File: config.mk
export PLATFORM = sky130hd
export DESIGN_NAME = regfile_flat
export DESIGN_NICKNAME = d
export VERILOG_FILES = /design/src/rtl/regfile_if.sv /design/src/rtl/regfile.sv /design/src/flat_wrapper.sv
export SDC_FILE = /design/constraint.sdc
export NUM_CORES = 2
export LEC_CHECK = 0
export ABC_CLOCK_PERIOD_IN_PS = 4500
export CAP_MARGIN = 20
export CORE_MARGIN = 5
export CORE_UTILIZATION = 63
export DETAILED_ROUTE_END_ITERATION = 12
export PLACE_DENSITY = 0.81
export SYNTH_ARGS = -nofsm -noshare
export SYNTH_HDL_FRONTEND = slang
export SYNTH_SLANG_ARGS = --single-unit
File: constraint.sdc
create_clock -name clk -period 4.5 [get_ports clk]
set_input_delay 0.9 -clock clk [delete_from_list [all_inputs] [get_ports clk]]
set_output_delay 0.9 -clock clk [all_outputs]
set_load 0.01 [all_outputs]
File: src/rtl/regfile_if.sv
// Register-file access bundle: decode read ports, write-back port, debug read and status.
// Strict valid/ready semantics do not apply; ready is a level that, once 1, qualifies every port.
interface regfile_if #(
  parameter int REG_AW = 5,
  parameter int DW     = 32
);
  logic              we;
  logic [REG_AW-1:0] waddr;
  logic [DW-1:0]     wdata;
  logic              re1;
  logic [REG_AW-1:0] raddr1;
  logic [DW-1:0]     rdata1;
  logic              re2;
  logic [REG_AW-1:0] raddr2;
  logic [DW-1:0]     rdata2;
  logic [REG_AW-1:0] dbg_addr;
  logic [DW-1:0]     dbg_data;
  logic              ready;
  logic              dbg_state;

  modport master (
    output we, waddr, wdata, re1, raddr1, re2, raddr2, dbg_addr,
    input  rdata1, rdata2, dbg_data, ready, dbg_state
  );

  modport slave (
    input  we, waddr, wdata, re1, raddr1, re2, raddr2, dbg_addr,
    output rdata1, rdata2, dbg_data, ready, dbg_state
  );
endinterface

File: src/rtl/regfile.sv
// 32x32 register file: two bypassed combinational read ports, one write port,
// post-reset clear sequencer and a registered debug read port.
module regfile #(
  parameter int REG_NUM = 32,
  parameter int REG_AW  = 5,
  parameter int DW      = 32
) (
  input  logic      clk,
  input  logic      rst,
  regfile_if.slave  bus
);

  localparam logic [0:0] ST_CLEAR = 1'b0;
  localparam logic [0:0] ST_RUN   = 1'b1;
  localparam logic [REG_AW:0] CNT_LAST = (REG_AW+1)'(REG_NUM - 1);

  logic [0:0]        state_q, state_d;
  logic [REG_AW:0]   clr_cnt_q, clr_cnt_d;
  logic [DW-1:0]     dbg_data_q, dbg_data_d;
  logic [DW-1:0]     mem_q [REG_NUM];

  logic              mem_we;
  logic [REG_AW-1:0] mem_waddr;
  logic [DW-1:0]     mem_wdata;

  always_comb begin
    state_d   = state_q;
    clr_cnt_d = clr_cnt_q;
    mem_we    = 1'b0;
    mem_waddr = bus.waddr;
    mem_wdata = bus.wdata;
    if (state_q == ST_CLEAR) begin
      mem_we    = 1'b1;
      mem_waddr = clr_cnt_q[REG_AW-1:0];
      mem_wdata = '0;
      clr_cnt_d = clr_cnt_q + 1'b1;
      if (clr_cnt_q == CNT_LAST) state_d = ST_RUN;
    end else if (bus.we && (bus.waddr != '0)) begin
      mem_we = 1'b1;
    end
  end

  // Debug read sees the array before this edge's write lands (no bypass).
  always_comb begin
    dbg_data_d = '0;
    if (state_q == ST_RUN && bus.dbg_addr != '0) dbg_data_d = mem_q[bus.dbg_addr];
  end

  always_ff @(posedge clk) begin
    if (!rst) begin
      state_q    <= ST_CLEAR;
      clr_cnt_q  <= '0;
      dbg_data_q <= '0;
    end else begin
      state_q    <= state_d;
      clr_cnt_q  <= clr_cnt_d;
      dbg_data_q <= dbg_data_d;
    end
  end

  always_ff @(posedge clk) begin
    if (rst && mem_we) mem_q[mem_waddr] <= mem_wdata;
  end

  function automatic logic [DW-1:0] rd_port(
    input logic              rst_n,
    input logic              run,
    input logic              re,
    input logic [REG_AW-1:0] ra,
    input logic              we,
    input logic [REG_AW-1:0] wa,
    input logic [DW-1:0]     wd,
    input logic [DW-1:0]     arr_val
  );
    if (!rst_n || !run || !re || ra == '0) return '0;
    if (we && wa == ra) return wd;
    return arr_val;
  endfunction

  always_comb begin
    bus.rdata1 = rd_port(rst, state_q == ST_RUN, bus.re1, bus.raddr1,
                         bus.we, bus.waddr, bus.wdata, mem_q[bus.raddr1]);
    bus.rdata2 = rd_port(rst, state_q == ST_RUN, bus.re2, bus.raddr2,
                         bus.we, bus.waddr, bus.wdata, mem_q[bus.raddr2]);
  end

  assign bus.dbg_data  = dbg_data_q;
  assign bus.ready     = (state_q == ST_RUN);
  assign bus.dbg_state = state_q;

endmodule

File: src/flat_wrapper.sv
// flat-port wrapper written by rule: the top's interface ports become plain ports
module regfile_flat 
#(
  parameter int REG_NUM = 32,
  parameter int REG_AW  = 5,
  parameter int DW      = 32
)
  (clk, rst, bus_we, bus_waddr, bus_wdata, bus_re1, bus_raddr1, bus_re2, bus_raddr2, bus_dbg_addr, bus_rdata1, bus_rdata2, bus_dbg_data, bus_ready, bus_dbg_state);
  regfile_if #(.REG_AW(REG_AW), .DW(DW)) bus_i ();
  input  logic clk;
  input  logic rst;
  input wire logic [$bits(bus_i.we)-1:0] bus_we;
  input wire logic [$bits(bus_i.waddr)-1:0] bus_waddr;
  input wire logic [$bits(bus_i.wdata)-1:0] bus_wdata;
  input wire logic [$bits(bus_i.re1)-1:0] bus_re1;
  input wire logic [$bits(bus_i.raddr1)-1:0] bus_raddr1;
  input wire logic [$bits(bus_i.re2)-1:0] bus_re2;
  input wire logic [$bits(bus_i.raddr2)-1:0] bus_raddr2;
  input wire logic [$bits(bus_i.dbg_addr)-1:0] bus_dbg_addr;
  output wire logic [$bits(bus_i.rdata1)-1:0] bus_rdata1;
  output wire logic [$bits(bus_i.rdata2)-1:0] bus_rdata2;
  output wire logic [$bits(bus_i.dbg_data)-1:0] bus_dbg_data;
  output wire logic [$bits(bus_i.ready)-1:0] bus_ready;
  output wire logic [$bits(bus_i.dbg_state)-1:0] bus_dbg_state;
  assign bus_i.we = bus_we;
  assign bus_i.waddr = bus_waddr;
  assign bus_i.wdata = bus_wdata;
  assign bus_i.re1 = bus_re1;
  assign bus_i.raddr1 = bus_raddr1;
  assign bus_i.re2 = bus_re2;
  assign bus_i.raddr2 = bus_raddr2;
  assign bus_i.dbg_addr = bus_dbg_addr;
  assign bus_rdata1 = bus_i.rdata1;
  assign bus_rdata2 = bus_i.rdata2;
  assign bus_dbg_data = bus_i.dbg_data;
  assign bus_ready = bus_i.ready;
  assign bus_dbg_state = bus_i.dbg_state;
  regfile #(.REG_NUM(REG_NUM), .REG_AW(REG_AW), .DW(DW)) u_core (.clk(clk), .rst(rst), .bus(bus_i));
endmodule
### Word level (Yosys, flattened, before mapping)

Memories as Yosys holds them, arrays and structs flattened. A register that Yosys moved wholly into a read port is not among the register bits.
Cells that the tools add are included.

* add/sub/neg operators: 1
* equality and inequality tests: 3
* muxes and demuxes: 22
* reductions and logical operators: 20

Operator list (number)
* $mux W32: 9
* $mux W1: 12
* $eq A5 B5 Y1: 2
* $logic_not A5 Y1: 2
* $reduce_bool A5 Y1: 2
* $add A6 B1 Y6 const B: 1
* $eq A6 B5 Y1 const B: 1
* $logic_and A1 B1 Y1: 5
* $logic_not A1 Y1: 5
* $logic_or A1 B1 Y1: 5
* $mux W5: 1
* $reduce_and A2 Y1: 1

* register bits: 7
* RAM bits: 1024
* output and inout bits: 98
* memories kept: 1

Memory list
* u_core.mem_q: depth 32, width 32, rd ports 3, clocked after memory_dff 1, wr ports 1, RTL line regfile.sv:20 `logic [DW-1:0] mem_q [REG_NUM];`

### Logic depth before layout (Yosys ltp)

* depth in word-level cells: 8
* gate-level depth with buffers: 10
* mapped depth without buffers: 5

### Worst setup path before layout

OpenSTA, ideal clock, no wires.

* path kind: input-to-output
* from: input bus_raddr1[1]
* to: output bus_rdata1[10]
* arrival: 2.645 ns
* data required time: 3.600 ns
* setup slack: 0.955 ns
* cell stages on the path: 8
* path through: buf_2 buf_2 buf_4 clkbuf_1 mux4_2 a22oi_1 a31oi_1 a211o_1

* word-level cells in the longest chain between the ends: 6
* elaborated cells between the ends (all ways): 11

Ends and longest elaborated chain
* start, declared: RTL line flat_wrapper.sv:16 `input wire logic [$bits(bus_i.raddr1)-1:0] bus_raddr1;`
* branches (longest 5 deep; another with $mem_v2 Z32 W32)
* $mux W32 *: RTL line regfile.sv:76 `if (we && wa == ra) return wd;`
* end, declared: RTL line flat_wrapper.sv:20 `output wire logic [$bits(bus_i.rdata1)-1:0] bus_rdata1;`

Mark *: on every way between the ends. The select of a mux whose other input is x is not followed.

### Final worst setup path

* from: input bus_waddr[2]
* to: output bus_rdata2[30]

* word-level cells in the longest chain between the ends: 6
* elaborated cells between the ends (all ways): 7

Ends and longest elaborated chain
* start, declared: RTL line flat_wrapper.sv:13 `input wire logic [$bits(bus_i.waddr)-1:0] bus_waddr;`
* $eq A5 B5 Y1 *: RTL line regfile.sv:76
* $logic_and A1 B1 Y1 *: RTL line regfile.sv:76
* $mux W1 (2 in series): RTL line regfile.sv:76
* $mux W32 *: RTL line regfile.sv:77 `return arr_val;`
* $mux W32 *: RTL line regfile.sv:76
* end, declared: RTL line flat_wrapper.sv:21 `output wire logic [$bits(bus_i.rdata2)-1:0] bus_rdata2;`

Mark *: on every way between the ends. The rest lies on a longest branch, timed or not. The select of a mux whose other input is x is not followed.

==> impl_results.md <==
- Share of cells above drive strength 1: 0.349
- Clock slew at the register clock pins of the worst setup and hold paths: around 0.070 ns
- Core Region: 0.0903 mm²
- Pre-antenna DRT Iters: 9
- Cell Chain, Critical Path: clkdlybuf4s50_1, buf_4, xor2_1, nor3_4, buf_4, nor2b_4, buf_12, a32o_2, clkdlybuf4s50_1
- Largest net degree at the start of global routing: between 80 and 90
- Met2 GRT Util: 0.610
- Clk sinks: between 1000 and 1500
- Flops & latches, synth: between 1000 and 1500
- Via count of the first global-routing pass: 41500
- Top Ports: approximately 160
- I/O Buffers: between 150 and 200
- Nets@finish: between 3000 and 4000
- FFs w/ async S/R, synth: 0
- Crit path DAT: 3.66 ns
- Global-route usage over all layers: 0.421
- First-pass GRT wire length: 297 mm
- P&R area growth vs syn: 16.1%
- Drc violations: 0
- Period utilization: 1.01
- Outcome: finished, violations left
- Area leader, netlist: edfxtp_1
- Filler cells: between 5000 and 6000
- Synth area leaders: edfxtp_1, mux4_2, mux2i_1, mux2_2, dfxtp_1
- Die Ht: ~310 µm
- Busiest layer in global routing: met2
- Final core area utilization: 0.739
- Worst Setup Start Kind: input pin
- Max transition margin: 0.204
- Iteration-0 DRC Markers: between 8000 and 9000
- TNS Setup: -0.117 ns
- DIE AREA: 0.0974 mm²
- Failing checks: setup timing
- CTS H-tree lvls: 3
- Setup Skew: ~0.030 ns
- Crit end category: primary output
- CTS root buf: clkbuf_16
- Gpl congestion: 0.954
- Met1 Resource Use GR: 0.549
- RSZ-0062 raised after global routing: yes
- Initial antenna violation count: 6
- Grt total ovfl: 0
- Final number of hold-violating endpoints: 0
- Clock insertion delay at the later pin of the skew report: roughly 0.7 ns
- Top cell type's share of synthesized area: 0.535
- DR vias/cell: roughly 8.5
- Warnings, synthesis: 0
- Power density cells: approximately 330 mW/mm²
- WHS: about 0.55 ns
- CP max stage delay: slightly above 0.6 ns
- Slowest-stage cell, CP: clkdlybuf4s50_1
- Avg Inst Size Synth: 17.0 µm²
- Synthesized Nets: 3432
- Post-synthesis cell type count: 55
- Minimum clock period: about 4.6 ns
- CTS buffer count: 109
- Peak supply drop: between 300 and 400 µV
- Setup violators final: 4
- Worst slew pin tran: between 1 and 1.5 ns
- Avg WL per Cell: 42.3 µm
- GRT met3 Usage: 0.159
- Final ANT Viol Nets: 0
- Drt total wl: 208 mm
- Vias: roughly 42000
- Initial Utilization: 0.637
- Crit Path Max Fanout: 19
- Final HPWL DP: about 130 mm
- Total of max-cap violations: 0
- Register area share after synthesis: 0.548
- Max Freq: around 220 MHz
- CTS tree: done
- Post-Syn Area: roughly 0.058 mm²
- Worst endpoint required time: 3.60 ns
- Leak: roughly 21 nW
- Syn Inst Count: between 3000 and 4000
- Die width: ~310 µm
- Fin. max-slew vios: 0
- Rows: 110
- WS Path Type: in -> out
- Final WS setup: -0.0643 ns
- Hold crit path type: reg -> reg
- Worst-case clock buffer depth: 3
- Top FF cell, synth: edfxtp_1
- Number of synthesized flops with an enable pin: around 1000
[cell type report]
type	instances	area, µm²	share of cell area
clock inverter	63	773	0.0116
multi-input combinational	1975	24700	0.371
sequential	1063	31500	0.472
inverter	8	30.0	0.000450
timing repair buffer	482	5250	0.0786
tap	1176	1470	0.0220
antenna	3	7.51	0.000112
clock buffer	142	2960	0.0444
[sequential cells by signal, summed over array words and instances (netlist names)]
signal	cells
u_core.clr_cnt_q	6
u_core.bus.dbg_state	1
u_core.bus.dbg_data	32
u_core.mem_q	1024
[final timing paths]
check / from / end / slack (ns) / cells after the start
worst min register to register: u_core.clr_cnt_q[0] / u_core.clr_cnt_q[0] / 0.55 / 2
worst max-delay path: bus_waddr[2] / bus_rdata2[30] / -0.06 / 9
worst max register to register: u_core.bus.dbg_state / u_core.mem_q[27][28] / 0.84 / 5
worst min-delay path: u_core.clr_cnt_q[0] / u_core.clr_cnt_q[0] / 0.55 / 2
[synthesized netlist by cell type, types with 2 or more instances]
cell type and instances:
nor2_1 52, nand3_1 52, nor2b_1 60, nand4_1 2, a221oi_1 28, nor3_1 32
nand2_1 107, o22ai_1 73, inv_1 8, xor2_1 3, a21o_1 20, mux2i_1 302
nand2b_1 4, clkbuf_1 164, a32o_1 33, clkbuf_2 2, buf_4 31, a22oi_1 75
buf_1 11, mux2_2 91, mux4_2 628, a221o_1 15, a211o_1 50, edfxtp_1 1024
buf_2 107, o21ai_0 38, dfxtp_1 39, buf_6 13, and2_1 38, nand3b_1 2
o221ai_1 43, a21oi_1 53, a211oi_1 91, o31ai_1 20, o211ai_1 2, xnor2_1 11
a31oi_1 32
[per-stage QoR]
stage                     total power [W]  cell area, µm²  std cells  setup slack, ns
final                              0.0222           66800       4912          -0.0643
after global routing               0.0227           66800       4909           -0.112
after CTS                          0.0221           66400       4896     -0.000000444
after detailed placement           0.0128           62600       4687           -0.464
after global placement             0.0128           62400       4679           -0.444
after floorplan                    0.0121           57500       3374            0.955
[worst max-delay path, delay by kind of cell]
kind / cells / cell delay, ns
buffers and inverters: 5 / 1.83
AOI/OAI and AO/OA: 1 / 0.37
and+or+nand+nor: 2 / 0.32
xor gates and xnor gates: 1 / 0.24
[what timing repair did]
item | CTS | global route
hold buffers | 0 | 0
pin swaps | 3 | 3
setup buffers | 4 | 5
resized for setup | 15 | 13
endpoints found under the hold margin | 0 | 0
endpoints found under the setup margin | 38 | 31
[kinds of logic after synthesis]
kind of cell	Yosys count	share of synthesized area
multiplexers	1021	0.316
AND/OR/NAND/NOR	358	0.0305
XOR/XNOR	14	0.00213
AO/OA/AOI/OAI	581	0.0745
adder cells (fa/ha/maj)	1	0.000218
buffers and inverters	336	0.0280
flip-flops	1063	0.548
[power by group]
group	switching, W	internal, W	leakage (nW)	total [W]
Clock	0.00402	0.00552	1.80	0.00954
Sequential	0.0000349	0.0107	9.19	0.0108
Combinational	0.00116	0.000764	10.4	0.00193
Total	0.00521	0.0170	21.4	0.0222
[routing by layer]
layer	wire [µm]	vias up	share of wire
met1	65300	20600	0.31
met4	15800	12	0.076
met5	212	-	0.0010
met2	90900	4806	0.44
li1	-	15100	-
met3	35800	1063	0.17
[placed cells by master, fill, tap and decap left out, types with 15 or more instances in the layout]
| cell type | count |
|---|---|
| bufinv_16 | 15 |
| nor2b_1 | 53 |
| a211o_1 | 49 |
| a221o_1 | 15 |
| nor3_1 | 30 |
| buf_12 | 81 |
| mux2i_1 | 301 |
| edfxtp_1 | 1024 |
| clkbuf_16 | 110 |
| a21oi_1 | 53 |
| a32o_1 | 26 |
| o31ai_1 | 19 |
| clkbuf_1 | 23 |
| o21ai_0 | 38 |
| clkinv_2 | 21 |
| nor2_1 | 15 |
| buf_4 | 235 |
| a21o_1 | 20 |
| clkdlybuf4s50_1 | 135 |
| mux4_2 | 628 |
| mux2_2 | 91 |
| o221ai_1 | 43 |
| a22oi_1 | 75 |
| nor2_4 | 34 |
| and2_1 | 37 |
| nand3_1 | 52 |
| a221oi_1 | 27 |
| o22ai_1 | 73 |
| nand2_1 | 107 |
| a211oi_1 | 88 |
| a31oi_1 | 32 |
| dfxtp_1 | 38 |
Power figures use the tool's default switching activity.
